**config.mk**
```make
export PLATFORM = sky130hd
export DESIGN_NAME = array_copy
export DESIGN_NICKNAME = d
export VERILOG_FILES = /design/src/rtl/array_copy.sv
export SDC_FILE = /design/constraint.sdc
export NUM_CORES = 1
export LEC_CHECK = 0
export ABC_CLOCK_PERIOD_IN_PS = 2500
export CORE_UTILIZATION = 25
export CTS_CLUSTER_DIAMETER = 120
export DETAILED_ROUTE_END_ITERATION = 12
export SETUP_SLACK_MARGIN = 0.2
export SLEW_MARGIN = 5
export SYNTH_ARGS = -nofsm -noshare
export SYNTH_HDL_FRONTEND = slang
export SYNTH_SLANG_ARGS = --single-unit
```
**constraint.sdc**
```tcl
create_clock -name clk -period 2.5 [get_ports clk]
set_clock_uncertainty 0.05 [all_clocks]
set_input_delay 0.5 -clock clk [delete_from_list [all_inputs] [get_ports clk]]
set_output_delay 0.5 -clock clk [all_outputs]
set_load 0.005 [all_outputs]
```
**src/rtl/array_copy.sv**
```systemverilog
// Bulk copy initiator: reads `count` elements from the source array port and writes
// them to the destination array port, then returns the count and a wrapping checksum.
module array_copy #(
  parameter int addrN = 8,
  parameter int intN  = 8
) (
  input  logic             clk,
  input  logic             reset,
  input  logic             in_valid,
  output logic             in_ready,
  input  logic [addrN-1:0] src_base,
  input  logic [addrN-1:0] dst_base,
  input  logic [intN-1:0]  count,
  output logic             out_valid,
  input  logic             out_ready,
  output logic [intN-1:0]  copied,
  output logic [intN-1:0]  sum,
  output logic [addrN-1:0] src_addr,
  output logic             src_we,
  output logic [intN-1:0]  src_di,
  input  logic [intN-1:0]  src_do,
  output logic             src_valid,
  input  logic             src_ready,
  output logic [addrN-1:0] dst_addr,
  output logic             dst_we,
  output logic [intN-1:0]  dst_di,
  input  logic [intN-1:0]  dst_do,
  output logic             dst_valid,
  input  logic             dst_ready
);

  typedef enum logic [1:0] {IDLE, READ, WRITE, DONE} state_t;

  typedef struct packed {
    logic [addrN-1:0] src_base;
    logic [addrN-1:0] dst_base;
    logic [intN-1:0]  count;
  } req_t;

  state_t          state;
  req_t            req_q;
  logic [intN-1:0] idx;
  logic [intN-1:0] idx_nxt;

  assign idx_nxt  = idx + 1'b1;
  assign in_ready = (state == IDLE) && !reset;
  assign src_we   = 1'b0;
  assign src_di   = '0;

  // Destination read data has no use in a copy.
  logic unused_dst_do;
  assign unused_dst_do = ^dst_do;

  always_ff @(posedge clk) begin
    if (reset) begin
      state     <= IDLE;
      req_q     <= '0;
      idx       <= '0;
      out_valid <= 1'b0;
      copied    <= '0;
      sum       <= '0;
      src_valid <= 1'b0;
      src_addr  <= '0;
      dst_valid <= 1'b0;
      dst_we    <= 1'b0;
      dst_addr  <= '0;
      dst_di    <= '0;
    end else begin
      case (state)
        IDLE: if (in_valid) begin
          req_q <= '{src_base: src_base, dst_base: dst_base, count: count};
          idx   <= '0;
          sum   <= '0;
          if (count == '0) begin
            state     <= DONE;
            out_valid <= 1'b1;
            copied    <= '0;
          end else begin
            state     <= READ;
            src_valid <= 1'b1;
            src_addr  <= src_base;
          end
        end
        READ: if (src_ready) begin
          // dst_di doubles as the data register between the read and the write.
          dst_di    <= src_do;
          sum       <= sum + src_do;
          src_valid <= 1'b0;
          dst_valid <= 1'b1;
          dst_we    <= 1'b1;
          dst_addr  <= req_q.dst_base + addrN'(idx);
          state     <= WRITE;
        end
        WRITE: if (dst_ready) begin
          idx       <= idx_nxt;
          dst_valid <= 1'b0;
          dst_we    <= 1'b0;
          if (idx_nxt == req_q.count) begin
            state     <= DONE;
            out_valid <= 1'b1;
            copied    <= req_q.count;
          end else begin
            state     <= READ;
            src_valid <= 1'b1;
            src_addr  <= req_q.src_base + addrN'(idx_nxt);
          end
        end
        DONE: if (out_ready) begin
          out_valid <= 1'b0;
          state     <= IDLE;
        end
        default: state <= IDLE;
      endcase
    end
  end

endmodule

```
After elaboration in Yosys (flattened, before gate mapping)
Index checks and enable logic that the tools add are counted.
{"block": "op_classes", "mux": 37, "n_eq_ne": 12, "reduce_logical": 19, "n_addsub": 4}
{"op": "8-bit 2-to-1 mux", "n": 11}
{"op": "8-bit one-hot mux with 2 select lines", "n": 4}
{"op": "8-bit adder", "n": 3}
{"op": "2-bit != test, second input constant", "n": 7}
{"op": "1-bit 2-to-1 mux", "n": 12}
{"op": "2-bit 2-to-1 mux", "n": 6}
{"op": "6-bit AND reduction", "n": 2}
{"op": "5-bit AND reduction", "n": 2}
{"op": "3-bit AND reduction", "n": 3}
{"op": "8-bit by 1-bit adder with 8-bit output, second input constant", "n": 1}
{"op": "8-bit == test", "n": 1}
{"op": "8-bit logical NOT", "n": 1}
{"op": "2-bit one-hot mux with 4 select lines", "n": 1}
{"op": "1-bit one-hot mux with 3 select lines", "n": 2}
{"op": "2-bit nonzero test", "n": 3}
{"op": "3-bit nonzero test", "n": 2}
{"op": "2-bit == test, second input constant", "n": 2}
{"op": "2-bit AND reduction", "n": 2}
{"op": "4-bit AND reduction", "n": 1}
{"op": "2-bit by 1-bit == test with 1-bit output, second input constant", "n": 1}
{"op": "2-bit logical NOT", "n": 1}
{"op": "2-bit by 1-bit != test with 1-bit output, second input constant", "n": 1}
{"op": "1-bit one-hot mux with 2 select lines", "n": 1}
{"op": "1-bit logical AND", "n": 1}
{"op": "1-bit logical NOT", "n": 1}
{"block": "totals", "elab_cells": 85, "register_bits": 77, "inputBits": 46, "out_inout_bits": 54}

Depth between registers and ports, before layout
{"block": "logic_depth", "depth_word": 5, "depth_mapped": 13, "depth_no_buf": 12}

Worst setup path before layout
OpenSTA, ideal clock, no wires.
{"block": "synth_timing", "path_kind": "reg2reg", "start": "register idx[1]", "end": "register copied[5]", "arrival_time_ps": 2395, "setup_slack_ps": -62, "synth_period_minus_slack_ps": 2562, "stages_incl_launch_ff": 9, "path_cell_list": "dfxtp_1 ha_1 clkbuf_1 xnor3_1 o2111ai_1 or4_4 or3b_4 o21a_4 a22o_1"}
{"block": "synth_between", "elab_chain_cells": 4}
{"element": "start: declaration", "line_no": "42", "source": "logic [intN-1:0] idx;"}
{"element": "start signal: assignment", "line_no": "95", "source": "idx <= idx_nxt;"}
{"element": "8-bit by 1-bit adder with 8-bit output", "line_no": "45", "source": "assign idx_nxt = idx + 1'b1;"}
{"element": "8-bit == test", "line_no": "98", "source": "if (idx_nxt == req_q.count) begin"}
{"element": "2-bit != test (no line)"}
{"element": "5-bit AND reduction (no line)"}
{"element": "end signal: assignment", "line_no": "101", "source": "copied <= req_q.count;"}
{"element": "end: declaration", "line_no": "16", "source": "output logic [intN-1:0] copied,"}
No other way between the ends.
A chain may end at the register's enable or synchronous reset.

Worst setup path after layout
{"block": "layout_timing", "start": "register idx[1]", "end": "register copied[7]"}
Same word-level chain as after synthesis.

==> metrics <==
status finished clean; cell count after synthesis 498; # DRC 0; GRT Resource Usage Total 14.8%; final antenna-violating net count 0; Data arrival, critical path 2630 ps; die span in x 130 um; Final setup viols 0; Synth Warn # 0; Ant. Diodes 0; Critical Path RT 2680 ps; Clock transition at path regs 60 ps; Mean Syn Cell Area 8.28 um^2; Die Area 0.0170 mm^2; PortBufs 82; fin crit share 97.8%; first-pass GRT wire length 19.1 mm; DR vias 3,897; Initial Util 25.8%; Root Driver clkbuf_16; clock sink count 77; min-delay worst type register to register; Post-Synthesis Cell Area 0.00412 mm^2; Area contributors post-synth dfxtp_1, nand2_1, a21oi_1, ha_1, nor2_1; count of different cell masters after synthesis 51; detailed-route wire length per cell 14.9 um; Pre-Repair DR Iteration Count 4; placed cell count 807; Synth async-reset ratio 0%; cell row count 46; CTS Hold Bufs 0; Final min period 2440 ps; leakage 2.29 nW; Sum Neg Setup Slack 0 ps; area delta synth->final 44.5%; VDD IR-drop max 0.328 mV; GRT overflow 0; total power per unit cell area 557 mW/mm^2; share of Yosys cell area claimed by the top area cell type 37.4%; Core Box Area 0.0160 mm^2; CTS tree yes; R2R setup slack 60 ps; largest net degree at the start of global routing 67; layout cells sized above 1 19.2%; htree depth 3; dominant cell by count in the synthesized netlist nand2_1; post-DP HPWL 8.91 mm; GP Congestion 0.853; # nets final 680; fin util 37.2%; vias in the first global route 3,800; Fmax 0.409 GHz; # IOs 100; Synth top cells by count nand2_1, dfxtp_1, a21oi_1; top_reg_cell synth dfxtp_1; Slew Viols, Final 0; CTS buffer count 9; Critical Path Fanout Max 8; Setup WS post-layout 56.0 ps; Non-Filler Instances 829; die height 130 um; clk_lat worst skew 350 ps; CP startpoint kind register; unrepaired setup endpoints after global routing true; antenna violations before repair 0; maximum buffer depth of the clock tree 2; Initial DRC Count 186; drt total wl 12.4 mm; final hold slack 402 ps; Hold Vio Cnt, Final 0; Seq/Total Area, Yosys 37.4%; dominant cell type by area after synthesis dfxtp_1; Setup CP Type register to register; max-cap viol count 0; Post-synth EDFFs 0; post-synthesis sequential element count 77; pre-CTS WS -143 ps; Critical Path Sink Type register; Via-to-Cell Ratio 4.70
==> worst max-delay path, cell delays in order, from the launching register on <==
cell and delay, ps:
dfxtp_4 360, ha_4 180, nand3_4 70, xnor3_1 230, or4_4 520, or3b_4 440
o21a_4 250, a22o_1 230
==> where the power goes <==
| part | total, W | leakage (nW) | switching, W | internal, W |
|---|---|---|---|---|
| registers | 0.00137 | 0.632 | 0.0000676 | 0.00130 |
| clock network | 0.00127 | 0.130 | 0.000541 | 0.000724 |
| logic | 0.000683 | 1.53 | 0.000341 | 0.000342 |
==> cells by family after synthesis <==
kind of cell	Yosys count	share of synthesized area, %
buffers and inverters	46	5.16
adder cells (fa/ha/maj)	26	8.44
other	1	0.0910
XOR/XNOR	26	7.23
AND/OR/NAND/NOR	182	20.1
flip-flops	77	37.4
multiplexers	7	1.70
AO/OA/AOI/OAI	133	19.9
==> through the flow <==
stage	instance area, um^2	power, W
after CTS	5770	0.00332
final	5960	0.00331
after global placement	5400	0.00201
after detailed placement	5400	0.00203
after floorplan	4180	0.00173
after global routing	5960	0.00348
==> per-layer routing <==
metal	track usage (%)	vias to the layer above	share of wire, %
li1	-	1945	-
met1	18.3	1858	45
met2	25.2	86	49
met3	3.99	8	4.4
met4	4.80	0	1.1
met5	0	-	0
==> cells in the final DEF (no fill, tap or decap), drive strengths merged, types with 4 or more instances in the layout <==
cell	netlist	routed
conb	1	9
nand2b	5	5
a22o	8	8
a21o	5	5
nor3	13	13
o21ai	17	17
xnor3	4	4
xor2	10	10
clkinvlp	0	4
a211oi	13	13
or3	4	4
nand2	95	95
clkbuf	19	11
nor2	31	31
mux2i	7	7
buf	14	43
a21oi	64	64
nand3	14	14
or2	5	5
inv	13	13
clkdlybuf4s50	0	80
ha	23	23
xnor2	11	11
dfxtp	77	77
a22oi	8	8
==> state kept, by name (all words and copies together), names as in the netlist, 2 cells and up <==
| signal | cells |
|---|---|
| req_q | 24 |
| copied | 8 |
| dst_addr | 8 |
| dst_di | 8 |
| idx | 8 |
| src_addr | 8 |
| sum | 8 |
| state | 2 |
==> path summary, 6_finish.rpt <==
| path | startpoint | endpoint | cells past startpoint |
|---|---|---|---|
| max reg2reg | idx[1] | copied[7] | 7 |
| max | idx[1] | copied[7] | 7 |
| min reg2reg | dst_di[7] | dst_di[7] | 2 |
| min | dst_di[7] | dst_di[7] | 2 |
==> area by class of cell <==
cell class	count	area, um^2
clock buffer	11	253
clock inverter	5	35.0
fill	1696	10000
inverter	13	48.8
multi-input combinational	383	2610
sequential	77	1560
tap	216	270
timing repair buffer	124	1180
==> what timing repair did <==
item	CTS	global route
endpoints found under the setup margin	19	28
setup buffers	3	3
resized for setup	21	40
gates cloned	0	0
pin swaps	12	18
Power figures use the tool's default switching activity.
==> patch 1, RTL diff (same settings) <==
The 4 states of `state_t` get a one-hot encoding in 4 bits.
--- a/src/rtl/array_copy.sv
+++ b/src/rtl/array_copy.sv
@@ -30,5 +30,5 @@
 );
 
-  typedef enum logic [1:0] {IDLE, READ, WRITE, DONE} state_t;
+  typedef enum logic [3:0] {IDLE = 4'b0001, READ = 4'b0010, WRITE = 4'b0100, DONE = 4'b1000} state_t;
 
   typedef struct packed {
Function: same outputs for any inputs over 4 cycles, from zero or initial values and one cycle with reset high; so few cycles prove little.
==> patch 1 against the original RTL <==
- area after synthesis grew 9.4%
- highest routed layer unchanged
- via count grew 12%
- final area grew 11%
- hold slack is essentially flat
- setup slack gained 0.030 ns
- count of clock-buffer cells in the layout grew 2
- wire length grew 7.8%
- fmax grew 1.3%
- sequential cell count grew 2
- total power shrank 2.5%
- final cell count grew 10%
==> patch 1: results (changes against the original RTL) <==
.. list-table::
   :header-rows: 1

   * - Metric
     - Value
   * - Status
     - completed
   * - Proportion of layout cells with a drive suffix above 1
     - 0.214 (+0.0220)
   * - Number of buffers created by CTS
     - 9 (unchanged)
   * - Instance count along the most critical hold path
     - 2 (unchanged)
   * - Detailed-placement wirelength estimate
     - 9250 um (+3.7%)
   * - # fillers
     - 1804 (+6.4%)
   * - CP arrival
     - 2.58 ns (-0.05 ns)
   * - Hold/Removal Path Class
     - register to register
   * - Critical Path Start Type
     - register
   * - First-pass GRT wire length
     - 20600 um (+8.1%)
   * - Relative max-transition margin
     - 0.579
   * - Leakage
     - 2.55 nW (+11%)
   * - # resized after CTS
     - 29 (+38%)
   * - Peak per-stage delay on the critical path
     - 0.39 ns (-0.13 ns)
   * - CTS HTree Levels
     - 3 (unchanged)
   * - Yosys warns
     - 0 (unchanged)
   * - Number of antenna repair diodes
     - 0 (unchanged)
   * - Via count of the first global-routing pass
     - 4002 (+5.3%)
   * - Register-to-register setup slack
     - 0.09 ns (+0.03 ns)
   * - Leading post-synthesis cells by instance count
     - sky130_fd_sc_hd__nand2_1 (113), sky130_fd_sc_hd__dfxtp_1 (79), sky130_fd_sc_hd__a21oi_1 (68)
   * - Gpl congestion
     - 0.808 (-5.3%)
   * - End point of the critical path
     - copied[0]
   * - Final routed wirelength across all metal layers
     - 13400 um (+7.8%)
   * - Global-route usage over all layers
     - 0.146 (-0.00208)
   * - Start point of the worst hold path
     - dst_addr[3]
   * - Max reg flops
     - 24 (unchanged)
   * - Min-Delay Endpoint
     - dst_addr[3]
   * - Slowest library cell on the worst path
     - sky130_fd_sc_hd__or3_4
   * - Clock latency at the later pin of the worst-skew pair
     - 0.35 ns (about the same)
   * - Register with the highest flop count
     - req_q
   * - Register area share after synthesis
     - 0.351 (-0.0232)
   * - Largest buffer count on any clock path
     - 2 (unchanged)
   * - Async set-or-reset flop fraction in the synthesized netlist
     - 0 (unchanged)
   * - Reg2Reg Depth
     - 9 (+2)
   * - Area growth from synthesis to layout
     - 46.1%
   * - Maximum number of pins on one net before global-route repair
     - 80 (+19%)
   * - Biggest area contributors in the synthesized netlist
     - sky130_fd_sc_hd__dfxtp_1 (35%), sky130_fd_sc_hd__nand2_1 (9.4%), sky130_fd_sc_hd__a21oi_1 (7.5%)
   * - Worst supply voltage drop on vdd
     - 317 uV (-3.4%)
   * - Routed vias/inst
     - 4.76 (+1.2%)
   * - Post-layout net count
     - 759 (+12%)
   * - Clock Tree Root
     - sky130_fd_sc_hd__clkbuf_16
   * - Reg2reg start
     - idx[0]
   * - Count of input and output buffers
     - 82 (unchanged)
   * - Number of violations reported at the end of detailed-routing iteration 0
     - 212 (+14%)
   * - Cell variety after synth
     - 63 (+24%)
   * - Maximum fanout along the worst path
     - 5 (-3)
   * - Total placed instance area
     - 5830 um2 (+8.0%)
   * - Number of antenna violations at the first check in global routing
     - 0 (unchanged)
   * - Post-CTS setup buffer count
     - 9 (+6)
   * - Number of detailed-route iterations in the first pass
     - 5 (+1)
   * - Clock-pin slew on the worst setup and hold paths
     - 0.06 ns (about the same)
## patch 1: logic make-up (layout without fill, tap and decap cells)
kind of cell	count (synthesis)	in the layout	share of synthesized area
flip-flops	79	79	0.351
AND/OR/NAND/NOR	221	221	0.234
AO/OA/AOI/OAI	142	142	0.198
XOR/XNOR	26	26	0.0536
multiplexers	8	8	0.0189
other	1	9	0.000832
adder cells (fa/ha/maj)	26	26	0.0772
buffers and inverters	62	179	0.0672
## patch 1: layer usage
metal / GRT usage / part of all wire / vias up
li1: - / - / 2188
met1: 0.188 / 0.47 / 2064
met2: 0.235 / 0.47 / 85
met3: 0.0343 / 0.044 / 14
met4: 0.0556 / 0.015 / 0
met5: 0 / 0 / -
## patch 1: per-stage QoR
step	hold WS (ns)	power, mW	worst slack (ns)	std cells	TNS, ns
global placement	0.392	1.94	-0.262	883	-2.99
CTS	0.404	3.21	0.130	907	0
detailed placement	0.397	1.94	-0.322	883	-3.41
finish	0.402	3.23	0.0864	915	0
global route	0.421	3.37	0.0753	915	0
floorplan	0.390	1.69	0.231	573	0
## patch 1: critical path: cells and delay by family (launching register included)
family | cells | cell delay [ns]
AND/OR/NAND/NOR | 1 | 0.39
AO/OA/AOI/OAI | 4 | 0.78
XOR/XNOR | 1 | 0.16
flip-flops | 1 | 0.37
adder cells (fa/ha/maj) | 1 | 0.28
buffers and inverters | 2 | 0.25
## patch 1: where the power goes
group          leakage (nW)  total (mW)  internal (mW)  switching [mW]
Clock                 0.132        1.23          0.715           0.511
Sequential            0.646        1.37           1.32          0.0518
Combinational          1.78       0.638          0.329           0.309
## patch 1: cell type report
type,count,area share
Multi-Input combinational cell,432,0.451
Timing Repair Buffer,149,0.214
Inverter,16,0.00912
Sequential cell,79,0.243
Tap cell,225,0.0427
Clock inverter,1,0.000760
Clock buffer,13,0.0395
==> patch 2, RTL diff (config.mk and constraints unchanged) <==
Made on the original files. The parameter `intN` goes from 8 to 16.
--- a/src/rtl/array_copy.sv
+++ b/src/rtl/array_copy.sv
@@ -3,5 +3,5 @@
 module array_copy #(
   parameter int addrN = 8,
-  parameter int intN  = 8
+  parameter int intN  = 16
 ) (
   input  logic             clk,
Interface: changed (7 resized); port bits go from 100 to 156. The function was not compared with the original's and may differ.
==> patch 2 against the original RTL <==
- sequential cell count is 40 higher
- setup slack got worse by 0.26 ns
- largest cell class unchanged
- the run now ends with setup timing left
- final area up 58%
- first-iteration DRC count increased by 78%
- critical path type unchanged
- combinational power increased by 61%
- total power grew 71%
- fmax fell by 9.6%
- largest power group is now clock
- highest routed layer unchanged
- wire length up 59%
- sequential power is 51% higher
- synthesized cell count is 53% higher
- area after synthesis increased by 52%
==> patch 2: results (changes against the original RTL) <==
.. list-table::
   :header-rows: 1

   * - Metric
     - Value
   * - CP arrival
     - 2.94 ns (+0.31 ns)
   * - Leakage
     - 3.70 nW (+61%)
   * - CTS HTree Levels
     - 4 (+1)
   * - Status
     - finished with violations
   * - Post-layout net count
     - 1060 (+56%)
   * - Slowest library cell on the worst path
     - sky130_fd_sc_hd__dfxtp_4
   * - Leading post-synthesis cells by instance count
     - sky130_fd_sc_hd__nand2_1 (131), sky130_fd_sc_hd__dfxtp_1 (117), sky130_fd_sc_hd__a21oi_1 (99)
   * - Largest buffer count on any clock path
     - 2 (unchanged)
   * - Violated checks
     - setup timing
   * - Clock latency at the later pin of the worst-skew pair
     - 0.42 ns (+0.07 ns)
   * - Compound-gate portion of the synthesized area
     - 0.220 (+0.0210)
   * - Peak per-stage delay on the critical path
     - 0.38 ns (-0.14 ns)
   * - Synthesized-area fraction occupied by adder cells
     - 0.0695 (-0.0149)
   * - Biggest area contributors in the synthesized netlist
     - sky130_fd_sc_hd__dfxtp_1 (37%), sky130_fd_sc_hd__a21oi_1 (7.9%), sky130_fd_sc_hd__nand2_1 (7.8%)
   * - Maximum fanout along the worst path
     - 7 (-1)
   * - Register area share after synthesis
     - 0.374 (about the same)
   * - Global-route usage over all layers
     - 0.151 (+0.00253)
   * - Via count of the first global-routing pass
     - 5799 (+53%)
   * - Worst supply voltage drop on vdd
     - 384 uV (+17%)
   * - Hold/Removal Path Class
     - input port to register
   * - # fillers
     - 2462 (+45%)
   * - Proportion of layout cells with a drive suffix above 1
     - 0.202 (+0.00957)
   * - Cell variety after synth
     - 59 (+16%)
   * - Synth Area in XOR/XNOR
     - 0.0665 (-0.00577)
   * - Largest delay contributor family on the critical path
     - simple AND/OR/NAND/NOR gates
   * - Number of violations reported at the end of detailed-routing iteration 0
     - 332 (+78%)
   * - Setup slack at placement
     - -0.548 ns (-0.405 ns)
   * - Final setup violating endpoints
     - 27 (+27)
   * - Detailed-placement wirelength estimate
     - 13700 um (+53%)
   * - First-pass GRT wire length
     - 30700 um (+61%)
   * - Count of input and output buffers
     - 122 (+49%)
   * - Number of buffers created by CTS
     - 17 (+8)
   * - Maximum number of pins on one net before global-route repair
     - 43 (-36%)
   * - Max reg flops
     - 32 (+33%)
   * - Gpl congestion
     - 0.814 (-4.6%)
   * - Worst-case setup margin in the final layout
     - -0.204 ns (-0.260 ns)
   * - Routed vias/inst
     - 4.69 (-0.15%)
## patch 2: changes by cell type after synthesis, sizes merged, moves of 12 or more
cell,change
xnor2,+22
buf,+18
nand2,+37
clkbuf,+12
dfxtp,+40
nor3,+14
a21oi,+36
nor2,+25
## patch 2: cells by family after synthesis
family / after synthesis
and+or+nand+nor: 275
AOI/OAI and AO/OA: 210
DFF: 117
buffers and inverters: 78
xor gates and xnor gates: 46
adders and majority gates: 33
muxes: 4
other: 1
## patch 2: worst reg2reg max path, stage by stage, from the launching register on
cell and delay (ns):
sky130_fd_sc_hd__dfxtp_4 0.38, sky130_fd_sc_hd__ha_4 0.16, sky130_fd_sc_hd__buf_6 0.10, sky130_fd_sc_hd__nand4_1 0.20
sky130_fd_sc_hd__nor3_2 0.23, sky130_fd_sc_hd__xnor2_1 0.11, sky130_fd_sc_hd__a211o_1 0.29, sky130_fd_sc_hd__nor4_4 0.32
sky130_fd_sc_hd__buf_4 0.18, sky130_fd_sc_hd__a21oi_4 0.11, sky130_fd_sc_hd__buf_12 0.15, sky130_fd_sc_hd__buf_16 0.14
sky130_fd_sc_hd__a21oi_4 0.12, sky130_fd_sc_hd__nor3_2 0.04
## patch 2: metal layers
metal,vias up,global-route usage,routed length [um]
li1,3051,-,-
met1,2862,0.189,9060
met2,136,0.252,9420
met3,25,0.0398,884
met4,0,0.0476,375
met5,-,0,0
## patch 2: stage by stage
step / power, mW / TNS [ns] / instances / area [um2] / hold WS, ns
after floorplan: 2.66 / 0 / 780 / 6440 / 0.391
after global placement: 3.10 / -7.81 / 1248 / 8400 / 0.388
after detailed placement: 3.10 / -8.58 / 1248 / 8400 / 0.398
after CTS: 5.67 / -3.47 / 1287 / 9190 / 0.406
after global routing: 5.92 / -7.87 / 1294 / 9410 / 0.328
final: 5.66 / -4.37 / 1294 / 9410 / 0.328
## patch 2: path summary, 6_finish.rpt
check | start | end | slack [ns] | cells past startpoint
min reg2reg | dst_di[4] | dst_di[4] | 0.40 | 2
max reg2reg | idx[0] | src_valid | -0.20 | 13
max | idx[0] | src_valid | -0.20 | 13
min | src_do[5] | dst_di[5] | 0.33 | 3
## patch 2: final cells by class
type	count	area [um2]	area share
Inverter	15	56.3	0.00598
Clock buffer	17	425	0.0452
Clock inverter	15	169	0.0180
Tap cell	324	405	0.0431
Multi-Input combinational cell	586	3950	0.420
Timing Repair Buffer	220	2050	0.218
Sequential cell	117	2350	0.250
## patch 2: report_power, final
group | total (mW) | switching [mW] | internal [mW]
registers | 2.07 | 0.0960 | 1.97
clock network | 2.50 | 1.00 | 1.49
logic | 1.10 | 0.576 | 0.522
## patch 2: repair_timing
item,CTS,global route
gates cloned,2,0
gates resized for setup,33,33
setup endpoints to repair,35,39
pin swaps,36,30
buffers inserted,5,7
